File: config.mk
export PLATFORM = sky130hd
export DESIGN_NAME = fpu_addsub_param
export DESIGN_NICKNAME = d
export VERILOG_FILES = /design/src/rtl/fpu_pkg.sv /design/src/rtl/fpu_lzc.sv /design/src/rtl/fpu_addsub_param.sv
export SDC_FILE = /design/constraint.sdc
export NUM_CORES = 1
export LEC_CHECK = 0
export ABC_AREA = 0
export CORE_ASPECT_RATIO = 1.75
export CORE_MARGIN = 8
export CORE_UTILIZATION = 60
export DETAILED_ROUTE_END_ITERATION = 10
export GPL_TIMING_DRIVEN = 0
export PLACE_DENSITY = 0.81
export SLEW_MARGIN = 20
export SYNTH_ARGS = -nofsm -noshare
export SYNTH_HDL_FRONTEND = slang
export SYNTH_HIERARCHICAL = 1
export SYNTH_SLANG_ARGS = --single-unit
File: constraint.sdc
create_clock -name clock -period 11.9 [get_ports clock]
set_input_delay 1.785 -clock clock [delete_from_list [all_inputs] [get_ports clock]]
set_output_delay 1.785 -clock clock [all_outputs]
set_load 0.005 [all_outputs]
File: src/rtl/fpu_pkg.sv
// Shared types and constants for the parametrised FPU adder/subtractor.
// State encoding, status bit positions and the exponent bias helper.
package fpu_pkg;

  typedef enum logic [2:0] {
    S_IDLE   = 3'd0,
    S_DECODE = 3'd1,
    S_ALIGN  = 3'd2,
    S_ADD    = 3'd3,
    S_NORM   = 3'd4,
    S_PACK   = 3'd5
  } state_e;

  localparam int ST_EXACT     = 0;
  localparam int ST_INEXACT   = 1;
  localparam int ST_UNDERFLOW = 2;
  localparam int ST_OVERFLOW  = 3;

  function automatic int exp_bias(input int exp_w);
    return (1 << (exp_w - 1)) - 1;
  endfunction

endpackage

File: src/rtl/fpu_lzc.sv
// Combinational leading-zero counter; an all-zero input returns N.
module fpu_lzc #(
  parameter  int N  = 26,
  localparam int CW = $clog2(N + 1)
) (
  input  logic [N-1:0]  data_i,
  output logic [CW-1:0] count_o
);

  logic found;

  always_comb begin
    count_o = CW'(N);
    found   = 1'b0;
    for (int i = N - 1; i >= 0; i--) begin
      if (!found && data_i[i]) begin
        count_o = CW'(N - 1 - i);
        found   = 1'b1;
      end
    end
  end

endmodule

File: src/rtl/fpu_addsub_param.sv
// Multi-cycle floating-point add/subtract, truncating rounding, no denormals.
// Fixed 5-cycle latency: DECODE, ALIGN, ADD, NORM, PACK after the accept edge.
module fpu_addsub_param
  import fpu_pkg::*;
#(
  parameter  int EXP_W = 7,
  parameter  int MAN_W = 24,
  localparam int W     = 1 + EXP_W + MAN_W
) (
  input  logic         clock,
  input  logic         reset,
  input  logic         start,
  input  logic         op_sub,
  input  logic [W-1:0] op_A_in,
  input  logic [W-1:0] op_B_in,
  output logic [W-1:0] data_out,
  output logic [3:0]   status_out,
  output logic         busy,
  output logic         done,
  output state_e       state_dbg
);

  // Handshake: start is sampled only while IDLE (busy=0); done pulses for one
  // cycle with data_out/status_out valid, and those hold until the next done.

  localparam int MW = MAN_W + 1;   // mantissa with hidden bit
  localparam int SW = MAN_W + 2;   // sum with carry bit
  localparam int XW = EXP_W + 2;   // two's-complement working exponent
  localparam int CW = $clog2(SW + 1);

  state_e           state_q, state_d;
  logic             busy_q, busy_d, done_q, done_d;
  logic [W-1:0]     data_q, data_d;
  logic [3:0]       status_q, status_d;

  logic [W-1:0]     a_q, a_d, b_q, b_d;
  logic             sub_q, sub_d;
  logic             sgn_q, sgn_d, esub_q, esub_d;
  logic [EXP_W-1:0] exp_q, exp_d, diff_q, diff_d;
  logic [MW-1:0]    mbig_q, mbig_d, msml_q, msml_d, msh_q, msh_d;
  logic             sticky_q, sticky_d;
  logic [SW-1:0]    sum_q, sum_d;
  logic [MAN_W-1:0] man_q, man_d;
  logic [XW-1:0]    expn_q, expn_d;
  logic             zero_q, zero_d;

  // Unpacked operand fields; exponent zero means the value is zero.
  logic             sa, sb_eff, a_big;
  logic [EXP_W-1:0] ea, eb;
  logic [MW-1:0]    ma, mb;

  assign sa     = a_q[W-1];
  assign sb_eff = b_q[W-1] ^ sub_q;
  assign ea     = a_q[W-2 -: EXP_W];
  assign eb     = b_q[W-2 -: EXP_W];
  assign ma     = (ea != '0) ? {1'b1, a_q[MAN_W-1:0]} : '0;
  assign mb     = (eb != '0) ? {1'b1, b_q[MAN_W-1:0]} : '0;
  assign a_big  = {ea, ma} >= {eb, mb};

  // Shifting past the full width leaves zero in the upper half, all bits in sticky.
  logic [2*MW-1:0] ext;
  assign ext = {msml_q, {MW{1'b0}}} >> diff_q;

  logic [SW-1:0] sum_w;
  assign sum_w = esub_q ? ({1'b0, mbig_q} - {1'b0, msh_q})
                        : ({1'b0, mbig_q} + {1'b0, msh_q});

  logic [CW-1:0] lzc, shl;
  logic          carry;
  logic [XW-1:0] exp_ext;

  fpu_lzc #(.N(SW)) u_lzc (
    .data_i  (sum_q),
    .count_o (lzc)
  );

  // Bit SW-1 is zero when not carrying, so the hidden-bit shift is lzc-1.
  assign shl     = lzc - CW'(1);
  assign carry   = sum_q[SW-1];
  assign exp_ext = {{(XW - EXP_W){1'b0}}, exp_q};

  logic ovf, unf;
  assign ovf = !expn_q[XW-1] && expn_q[EXP_W];
  assign unf = expn_q[XW-1] || (expn_q == '0);

  always_comb begin
    state_d  = state_q;
    busy_d   = busy_q;
    done_d   = 1'b0;
    data_d   = data_q;
    status_d = status_q;
    a_d      = a_q;
    b_d      = b_q;
    sub_d    = sub_q;
    sgn_d    = sgn_q;
    esub_d   = esub_q;
    exp_d    = exp_q;
    diff_d   = diff_q;
    mbig_d   = mbig_q;
    msml_d   = msml_q;
    msh_d    = msh_q;
    sticky_d = sticky_q;
    sum_d    = sum_q;
    man_d    = man_q;
    expn_d   = expn_q;
    zero_d   = zero_q;
    case (state_q)
      S_IDLE: begin
        if (start) begin
          a_d     = op_A_in;
          b_d     = op_B_in;
          sub_d   = op_sub;
          busy_d  = 1'b1;
          state_d = S_DECODE;
        end
      end
      S_DECODE: begin
        esub_d  = sa ^ sb_eff;
        sgn_d   = a_big ? sa : sb_eff;
        exp_d   = a_big ? ea : eb;
        diff_d  = a_big ? (ea - eb) : (eb - ea);
        mbig_d  = a_big ? ma : mb;
        msml_d  = a_big ? mb : ma;
        state_d = S_ALIGN;
      end
      S_ALIGN: begin
        msh_d    = ext[2*MW-1:MW];
        sticky_d = |ext[MW-1:0];
        state_d  = S_ADD;
      end
      S_ADD: begin
        sum_d   = sum_w;
        state_d = S_NORM;
      end
      S_NORM: begin
        zero_d = (sum_q == '0);
        if (carry) begin
          man_d    = sum_q[MAN_W:1];
          expn_d   = exp_ext + XW'(1);
          sticky_d = sticky_q | sum_q[0];
        end else begin
          man_d  = MAN_W'(sum_q << shl);
          expn_d = exp_ext - XW'(shl);
        end
        state_d = S_PACK;
      end
      S_PACK: begin
        status_d = '0;
        if (zero_q) begin
          data_d             = '0;
          status_d[ST_EXACT] = 1'b1;
        end else if (ovf) begin
          data_d                = {sgn_q, {EXP_W{1'b1}}, {MAN_W{1'b0}}};
          status_d[ST_OVERFLOW] = 1'b1;
          status_d[ST_INEXACT]  = 1'b1;
        end else if (unf) begin
          data_d                 = '0;
          status_d[ST_UNDERFLOW] = 1'b1;
          status_d[ST_INEXACT]   = 1'b1;
        end else begin
          data_d = {sgn_q, expn_q[EXP_W-1:0], man_q};
          if (sticky_q) status_d[ST_INEXACT] = 1'b1;
          else          status_d[ST_EXACT]   = 1'b1;
        end
        done_d  = 1'b1;
        busy_d  = 1'b0;
        state_d = S_IDLE;
      end
      default: state_d = S_IDLE;
    endcase
  end

  always_ff @(posedge clock) begin
    if (reset) begin
      state_q  <= S_IDLE;
      busy_q   <= 1'b0;
      done_q   <= 1'b0;
      data_q   <= '0;
      status_q <= '0;
    end else begin
      state_q  <= state_d;
      busy_q   <= busy_d;
      done_q   <= done_d;
      data_q   <= data_d;
      status_q <= status_d;
    end
  end

  // Datapath registers carry no reset; they are always written before use.
  always_ff @(posedge clock) begin
    a_q      <= a_d;
    b_q      <= b_d;
    sub_q    <= sub_d;
    sgn_q    <= sgn_d;
    esub_q   <= esub_d;
    exp_q    <= exp_d;
    diff_q   <= diff_d;
    mbig_q   <= mbig_d;
    msml_q   <= msml_d;
    msh_q    <= msh_d;
    sticky_q <= sticky_d;
    sum_q    <= sum_d;
    man_q    <= man_d;
    expn_q   <= expn_d;
    zero_q   <= zero_d;
  end

  assign data_out   = data_q;
  assign status_out = status_q;
  assign busy       = busy_q;
  assign done       = done_q;
  assign state_dbg  = state_q;

endmodule

==> key figures, run 1 <==
Route
  • DR pass1 iterations: 5
  • Vias per inst: 6.261
  • 1st-iter DRT viols: around 900
  • Drt drc: 0
  • Final ANT Viol Nets: 0
  • Vias: 12,420
  • Post-Route WL: 44,890 um
  • Routed WL per cell: 22.64 um

Worst setup path
  • Crit-path most repeated cell: clkbuf_1
  • WP data required: 12.18 ns
  • Critical Path AT: 6.86 ns
  • Max incr delay on CP: 0.62 ns
  • CP max-delay cell: clkbuf_1
  • CP Cell Sequence: or4_4, or4_4, or3_4, o211ai_2, clkbuf_1, inv_1, clkbuf_1, ha_1, clkbuf_1, clkbuf_1, mux4_2, mux2i_1, a21oi_1, a21oi_1, o21ai_0
  • Reg-to-reg startpoint: sum_q[25]$_DFFE_PN_
  • Max FO, Critical Path: 11
  • Crit Path Class: reg -> reg
  • Element type at the critical path end: register
  • Startpoint Class: register
  • Critical path origin: sum_q[25]$_DFFE_PN_

Clock tree
  • Clock sink count: 258
  • Root buf cell: clkbuf_16
  • Cts bufs inserted: 24
  • Worst skew pair latency: 0.55 ns
  • Clock slew at reported path FFs: ~0.070 ns
  • H-Tree Depth: 1
  • CTS tree: yes
  • Deepest clock path buffer count: 3
  • CTS Hold Bufs: 0
  • Postcts setup bufs: 0
  • Post-CTS sizing: 0

Final layout
  • Layout Cells excl Fill: a little under 2,000
  • Design Area, Final: roughly 18,000 um2
  • Final layout net count: roughly 1,800
  • Commonest cells after routing, fill and taps aside: edfxtp_1 (217), nand2_1 (175), nor2_1 (138)
  • Area growth syn-to-layout: 16.41%
  • Share of cells above drive strength 1: under 10%
  • Commonest non-fill, non-tap cell in the layout: edfxtp_1

Place
  • RD Place Congestion: 1.072
  • Cells after DPL: around 1,900
  • DP HPWL: ~34,000 um
  • Port Buffers: 108
  • Pre-CTS setup slack: 5.637 ns
  • Placement-stage cell area: 16,780 um2

STA
  • Slew @ Worst Pin: 1.130 ns
  • Final setup margin: 5.318 ns
  • Setup_tns: 0 ns
  • Slew headroom: 23.60%
  • RSZ-0062 raised after global routing: no
  • Setup violators final: 0
  • Tcrit/Tclk final: 55.31%
  • Fmax: 0.1519 GHz
  • Final Max Tran Viols: 0
  • Hold violation count in the final report: 0
  • Max Clock Skew: 0.01495 ns
  • Fin crit period: 6.582 ns

Logic synthesis
  • Sequential area share after synthesis: 48.46%
  • Cell variety after synth: 74
  • Post-synth ARST share: 0%
  • #FFs+latches synth: 258
  • Syn. warnings: 6
  • Syn Area/Cell: 10.14 um2
  • Mapped Area: 15,140 um2
  • Top_reg_cell synth: edfxtp_1
  • Yosys top cell area share: 43.04%
  • Top post-synthesis cells by area: edfxtp_1 (43%), ha_1 (5.9%), dfxtp_1 (5.4%)
  • Post-Syn Instances: 1,493
  • Area leader, netlist: edfxtp_1
  • Post-synth EDFFs: approximately 220
  • Synth Net Count: about 1,600

Power and ir drop
  • Clock power share: 29.6%
  • Sequential fraction of design power: 41.5%
  • Max IR drop VDD: 0.1479 mV
  • Int Pwr: approximately 1.9 mW
  • Sw frac: 32.22%
  • Switching pwr: 0.8904 mW
  • Pwr/cell area: 156.8 nW/um2
  • Design Power: 2.764 mW
  • Comb pwr share: 28.9%
  • Leak: 6.797 nW

Die
  • Starting density of the core: 60.44%
  • Die span in x: 136.1 um
  • Die Y: 226.1 um
  • Row cnt: 77
  • Die area: between 30,000 and 40,000 um2
  • Ports: 109
  • Area of the core: around 25,000 um2

Hold path
  • Hold path startpoint: status_out[1]$_SDFFE_PP0P_
  • Worst min path class: reg -> reg

Run status
  • Status: finished, final reports clean

Flow run
  • # Max-Cap Violations: 0

Global route
  • Largest net degree at the start of global routing: 28
  • First-pass GRT wire length: 68,300 um
  • GRT Residual Overflow: 0
  • Total track usage: ~29%
  • Antenna violations before repair: 0
  • Vias in the first global route: roughly 13,000
-- cell type report --
type	count	area (um2)
diodes	1	2.502
multi-input cells	1084	7239
fillers	1912	7423
plain buffers	77	315.3
well taps	316	395.4
clock buffers	34	720.7
clock inverters	10	121.4
flip-flops and latches	258	7337
repair buffers	129	1216
inverters	74	277.8
-- stage by stage --
step,util [%],hold WS [ns]
floorplan,-,0.4527
global placement,66.34,0.4448
detailed placement,66.99,0.4485
CTS,70.35,0.4573
global route,70.35,0.4933
finish,70.36,0.4554
-- critical path: cells and delay by family, from the launching register on --
kind                       cells  cell delay, ns
AOI/OAI and AO/OA              4            0.73
adders and majority gates      1            0.58
buffers and inverters          5            2.21
DFF                            1            0.53
muxes                          2            0.77
and+or+nand+nor                3            1.46
-- power groups by stage --
stage	sequential, mW	combinational, mW	clock (mW)
6_report	1.15	0.798	0.818
5_1_grt	1.15	0.865	0.855
4_1_cts	1.15	0.772	0.824
3_5_place_dp	1.16	0.766	0
3_3_place_gp	1.18	0.734	0
2_1_floorplan	1.16	0.539	0
-- flip-flops by register name, summed over array words and instances (netlist names), 3 cells and up --
| register | flops |
|---|---|
| b_q | 32 |
| sum_q | 26 |
| man_q | 24 |
| mbig_q | 25 |
| msml_q | 25 |
| a_q | 32 |
| msh_q | 25 |
| state_dbg | 3 |
| status_out | 4 |
| diff_q | 7 |
| data_out | 32 |
| expn_q | 9 |
| exp_q | 7 |
-- cell usage after synthesis, types with 12 or more instances --
library cell  number
edfxtp_1         217
nand2_1          175
nor2_1           138
o21ai_0          111
a21oi_1           83
inv_1             73
ha_1              72
clkbuf_1          60
mux2i_1           60
xnor2_1           46
dfxtp_1           41
nand3_1           41
a21o_1            30
nor3_1            29
a22oi_1           28
mux2_2            28
nor2b_1           22
nor4_1            19
xor2_1            17
nand2b_1          16
a211oi_1          13
mux4_2            12
-- kinds of logic (layout without fill, tap and decap cells) --
| logic type | after synthesis | in the layout | synth area share (%) |
|---|---|---|---|
| muxes | 100 | 100 | 7.834 |
| DFF | 258 | 258 | 48.46 |
| buffers and inverters | 151 | 324 | 3.917 |
| other | 0 | 1 | 0 |
| and+or+nand+nor | 490 | 490 | 14.80 |
| xor gates and xnor gates | 63 | 63 | 3.644 |
| adders and majority gates | 76 | 76 | 6.479 |
| AOI/OAI and AO/OA | 355 | 355 | 14.87 |
-- per-layer routing --
layer  global-route usage, %  part of all wire (%)  vias to the layer above
met5                       0                     0                        -
met4                   24.85                   9.2                        0
met3                   4.900                   5.1                      238
met2                   56.53                    55                      554
met1                   24.70                    31                     5852
li1                        -                     -                     5772
-- final timing paths --
path	end	slack (ns)	depth (start not counted)
worst max-delay path	man_q[18]$_DFFE_PP_	5.32	15
worst min-delay path	status_out[1]$_SDFFE_PP0P_	0.46	2
worst max register to register	man_q[18]$_DFFE_PP_	5.32	15
worst min register to register	status_out[1]$_SDFFE_PP0P_	0.46	2
(Power assumes the default switching activity.)
==> inputs of run 2 (changes only) <==
clock period = 6.6 ns   (was 11.9 ns; I/O delays follow)
==> run 2 against run 1 <==
Combinational power up 80%. Final cell count down 0.20%. Worst setup slack worse by 5.0 ns. Critical endpoint unchanged.
==> key figures, run 2 (synthesized netlist as in run 1, its figures left out) <==
Die
  • Die area: 30,770 um2
  • Die Y: approximately 230 um
  • Ports: 109
  • Die span in x: approximately 140 um
  • Area of the core: 25,050 um2
  • Row cnt: 77
  • Starting density of the core: ~60%

Hold path
  • Worst min path class: reg -> reg

Route
  • Drt drc: 0
  • DR pass1 iterations: 7
  • Vias: 12,310
  • Final ANT Viol Nets: 0
  • 1st-iter DRT viols: 901
  • Vias per inst: 6.218
  • Post-Route WL: roughly 45,000 um
  • Routed WL per cell: 22.82 um

Worst setup path
  • Crit Path Class: reg -> reg
  • Critical path origin: sum_q[25]$_DFFE_PN_
  • Critical Path AT: 6.60 ns
  • R2r endpoint: man_q[18]$_DFFE_PP_
  • Reg2reg setup slack: between 0.2 and 0.3 ns
  • Reg2reg path depth: 15
  • Max FO, Critical Path: 11
  • WP data required: 6.89 ns
  • Element type at the critical path end: register
  • Reg-to-reg startpoint: sum_q[25]$_DFFE_PN_
  • Startpoint Class: register
  • Critical Path End: man_q[18]$_DFFE_PP_

Clock tree
  • Cts bufs inserted: 25
  • CTS tree: yes
  • Clock slew at reported path FFs: approximately 0.060 ns
  • Deepest clock path buffer count: 3
  • Postcts setup bufs: 0
  • CTS Hold Bufs: 0
  • Worst skew pair latency: 0.56 ns
  • Clock sink count: 258
  • H-Tree Depth: 1
  • Root buf cell: clkbuf_16

Place
  • RD Place Congestion: 1.013
  • Pre-CTS setup slack: 0.1665 ns
  • Placement-stage cell area: about 17,000 um2
  • Port Buffers: about 110
  • Cells after DPL: 1,935
  • DP HPWL: 36,180 um

Final layout
  • Diodes inserted: 0
  • Commonest non-fill, non-tap cell in the layout: edfxtp_1
  • Layout Cells excl Fill: 1,979
  • Final layout net count: 1,790
  • Design Area, Final: about 18,000 um2
  • Fin util: 70.48%
  • Commonest cells after routing, fill and taps aside: edfxtp_1 (217), nand2_1 (175), nor2_1 (138)
  • FF+latch area: ~7300 um2
  • Share of cells above drive strength 1: 7.817%
  • Fill count: 1,818
  • Area growth syn-to-layout: 16.61%
  • Multi-input logic area: 7254 um2

Run status
  • Status: finished, final reports clean

STA
  • Fmax: ~0.16 GHz
  • Max Clock Skew: 0.02196 ns
  • Final setup margin: 0.2887 ns
  • Hold violation count in the final report: 0
  • Slew headroom: 22.01%
  • Fin crit period: 6.311 ns
  • RSZ-0062 raised after global routing: no
  • Slew @ Worst Pin: about 1.2 ns
  • Tcrit/Tclk final: between 90% and 100%
  • Fin Hold WS: 0.4613 ns
  • Setup_tns: 0 ns
  • Final Max Tran Viols: 0
  • Setup violators final: 0

Power and ir drop
  • Sw frac: 32.04%
  • Clock power share: around 30%
  • Design Power: 4.986 mW
  • Max IR drop VDD: 0.2698 mV
  • Sequential fraction of design power: 41.5%
  • Comb pwr share: 28.8%
  • Switching pwr: 1.598 mW
  • Pwr/cell area: 282.4 nW/um2
  • Int Pwr: 3.388 mW
  • Leak: 6.795 nW

Global route
  • Total track usage: ~30%
  • Vias in the first global route: ~13,000
  • First-pass GRT wire length: 68,240 um
  • GRT Residual Overflow: 0
  • Largest net degree at the start of global routing: 28
  • Antenna violations before repair: 0

Flow run
  • # Max-Cap Violations: 0
## run 2: changes by cell type in the layout (fill, tap and decap cells not counted), sizes merged
cell and delta:
clkinvlp +1, diode -1, bufinv +1, clkinv +2, clkbuf -4, buf -3
## run 2: critical path: stages, from the launching register on
cell      delay (ns)
edfxtp_1        0.55
or4_4           0.61
or4_4           0.48
or3_4           0.39
o211ai_2        0.16
clkbuf_1        0.35
inv_1           0.26
clkbuf_1        0.37
ha_1            0.59
clkbuf_2        0.36
clkbuf_1        0.55
mux4_2          0.47
mux2i_1         0.35
a21oi_1         0.12
a21oi_1         0.29
o21ai_0         0.11
## run 2: layout make-up
| cell class | count | share of cell area, % |
|---|---|---|
| Multi-Input combinational cell | 1084 | 41.09 |
| Timing Repair Buffer | 126 | 6.938 |
| Inverter | 74 | 1.573 |
| Clock buffer | 30 | 3.827 |
| Tap cell | 316 | 2.239 |
| Sequential cell | 258 | 41.56 |
| Clock inverter | 14 | 0.9850 |
| Buffer | 77 | 1.793 |
## run 2: power by group through the flow
stage	Clock, mW	Combinational [mW]	Sequential, mW
6_report	1.48	1.44	2.07
2_1_floorplan	0	0.972	2.08
5_1_grt	1.56	1.55	2.08
3_3_place_gp	0	1.34	2.11
4_1_cts	1.51	1.41	2.06
3_5_place_dp	0	1.40	2.10
## run 2: routing by layer
layer	vias up	global-route usage, %	share of wire, %	routed length, um
li1	5778	-	-	-
met4	0	27.20	10	4535
met3	220	4.053	4.4	2000
met1	5772	22.96	29	13140
met2	536	58.75	56	25500
met5	-	0	0	0
## run 2: worst min path at each step
stage                                    start                    endpoint  slack [ns]  cells after the start
floorplan           status_out[1]$_SDFFE_PP0P_  status_out[1]$_SDFFE_PP0P_        0.45                      2
global placement    status_out[1]$_SDFFE_PP0P_  status_out[1]$_SDFFE_PP0P_        0.45                      2
detailed placement  status_out[1]$_SDFFE_PP0P_  status_out[1]$_SDFFE_PP0P_        0.46                      2
CTS                 status_out[1]$_SDFFE_PP0P_  status_out[1]$_SDFFE_PP0P_        0.47                      2
global route        status_out[3]$_SDFFE_PP0P_  status_out[3]$_SDFFE_PP0P_        0.51                      2
finish              status_out[1]$_SDFFE_PP0P_  status_out[1]$_SDFFE_PP0P_        0.46                      2
## run 2: what timing repair did
item,CTS,global route
hold endpoints to repair,0,0
endpoints found under the setup margin,0,4
resized for setup,0,2
==> inputs of run 3 (changes only) <==
CORE_MARGIN = 2   (was 8)
==> run 3 against run 2 <==
Combinational power barely moved. Clock power fell by 6%. Wire length shrank 1.4%. Die area shrank 14%. Worst setup slack worse by 0.12 ns. Sequential cell count is the same. Utilization is 0.64 points higher. Critical path depth stayed put. Worst hold slack gained 0.010 ns. Register-to-register slack got worse by 0.12 ns. Final cell count decreased by 0.15%. Critical endpoint is now man_q[23]$_DFFE_PP_.
==> key figures, run 3 (synthesized netlist as in run 1, its figures left out) <==
Final layout
  • FF+latch area: 7337 um2
  • Final layout net count: 1,791
  • Fill count: 1,828
  • Fin util: 71.13%
  • Commonest non-fill, non-tap cell in the layout: edfxtp_1
  • Multi-input logic area: 7254 um2
  • Diodes inserted: 0
  • Design Area, Final: between 15,000 and 20,000 um2
  • Area growth syn-to-layout: 16.15%
  • Commonest cells after routing, fill and taps aside: edfxtp_1 (217), nand2_1 (175), nor2_1 (138)
  • Share of cells above drive strength 1: 7.813%

Worst setup path
  • Max FO, Critical Path: 11
  • Startpoint Class: register
  • Reg2reg path depth: 15
  • Crit Path Class: reg -> reg
  • Element type at the critical path end: register
  • WP data required: 6.86 ns
  • Critical Path AT: 6.70 ns

Place
  • RD Place Congestion: 1.002
  • DP HPWL: roughly 35,000 um
  • Placement-stage cell area: 16,790 um2
  • Port Buffers: 108

STA
  • Hold violation count in the final report: 0
  • Final Max Tran Viols: 0
  • Setup violators final: 0
  • Fin crit period: 6.435 ns
  • RSZ-0062 raised after global routing: no
  • Tcrit/Tclk final: between 90% and 100%
  • Fin Hold WS: 0.4712 ns
  • Slew @ Worst Pin: about 1.2 ns
  • Fmax: approximately 0.16 GHz
  • Slew headroom: 22.42%
  • Setup_tns: 0 ns
  • Max Clock Skew: 0.02905 ns

Die
  • Die area: 26,570 um2
  • Row cnt: 76
  • Die Y: about 210 um
  • Starting density of the core: 61.24%
  • Die span in x: between 100 and 150 um
  • Ports: 109
  • Area of the core: approximately 25,000 um2

Clock tree
  • H-Tree Depth: 1
  • Clock sink count: between 200 and 300
  • Worst skew pair latency: 0.55 ns
  • Clock slew at reported path FFs: ~0.06 ns
  • Cts bufs inserted: 25
  • Deepest clock path buffer count: 3
  • Root buf cell: clkbuf_16
  • CTS tree: yes

Route
  • Post-Route WL: 44,560 um
  • Routed WL per cell: 22.55 um
  • 1st-iter DRT viols: 891
  • Final ANT Viol Nets: 0
  • Vias per inst: 6.279
  • DR pass1 iterations: 5
  • Drt drc: 0
  • Vias: roughly 12,000

Global route
  • Total track usage: 33.87%
  • Largest net degree at the start of global routing: 28
  • Vias in the first global route: 12,840
  • First-pass GRT wire length: 67,430 um
  • Antenna violations before repair: 0
  • GRT Residual Overflow: 0

Hold path
  • Worst min path class: reg -> reg
  • Hold Crit Depth: 2

Flow run
  • # Max-Cap Violations: 0

Run status
  • Status: finished, final reports clean

Power and ir drop
  • Leak: 6.762 nW
  • Max IR drop VDD: approximately 0.32 mV
  • Pwr/cell area: 278.5 nW/um2
  • Design Power: 4.897 mW
==> run 3: final timing paths <==
path	slack [ns]	start	endpoint
max	0.16	sum_q[25]$_DFFE_PN_	man_q[23]$_DFFE_PP_
min	0.47	status_out[1]$_SDFFE_PP0P_	status_out[1]$_SDFFE_PP0P_
max reg2reg	0.16	sum_q[25]$_DFFE_PN_	man_q[23]$_DFFE_PP_
min reg2reg	0.47	status_out[1]$_SDFFE_PP0P_	status_out[1]$_SDFFE_PP0P_
==> run 3: worst max-delay path, stage by stage (launching register included) <==
cell	delay, ns
edfxtp_1	0.54
or4_4	0.61
or4_4	0.49
or3_4	0.40
o211ai_2	0.16
clkbuf_1	0.33
inv_1	0.25
clkbuf_1	0.37
ha_1	0.60
clkbuf_2	0.39
clkbuf_1	0.52
mux4_2	0.42
mux2i_1	0.58
nand2_1	0.11
a32oi_1	0.25
o21ai_0	0.10
==> run 3: power breakdown <==
part | switching, mW | internal [mW]
Clock | 0.621 | 0.774
Combinational | 0.877 | 0.557
Sequential | 0.0924 | 1.98
Total | 1.59 | 3.31
==> run 3: final cells by class <==
type	instances	share of cell area (%)
buffer	77	1.800
clock buffer	26	3.579
clock inverter	18	0.8823
inverter	74	1.580
multi-input combinational	1084	41.25
sequential	258	41.72
tap	312	2.220
timing repair buffer	127	6.965
==> run 3: what timing repair did <==
| item | CTS | global route |
|---|---|---|
| hold buffers | 0 | 0 |
| resized for setup | 0 | 2 |
| buffers inserted | 0 | 0 |
| endpoints found under the hold margin | 0 | 0 |
| endpoints found under the setup margin | 0 | 6 |
==> run 3: per-layer routing <==
layer	GRT usage, %	wire [um]	vias up
li1	-	-	5765
met1	28.92	13280	5861
met4	27.64	4241	0
met2	64.57	24810	563
met5	0	0	-
met3	5.479	2225	219
==> run 3: through the flow <==
| stage | instances | setup slack [ns] |
|---|---|---|
| 2_1_floorplan | 1493 | 0.5726 |
| 3_3_place_gp | 1913 | -1.270 |
| 3_5_place_dp | 1932 | 0.2444 |
| 4_1_cts | 1976 | 0.2240 |
| 5_1_grt | 1976 | 0.1099 |
| 6_report | 1976 | 0.1649 |
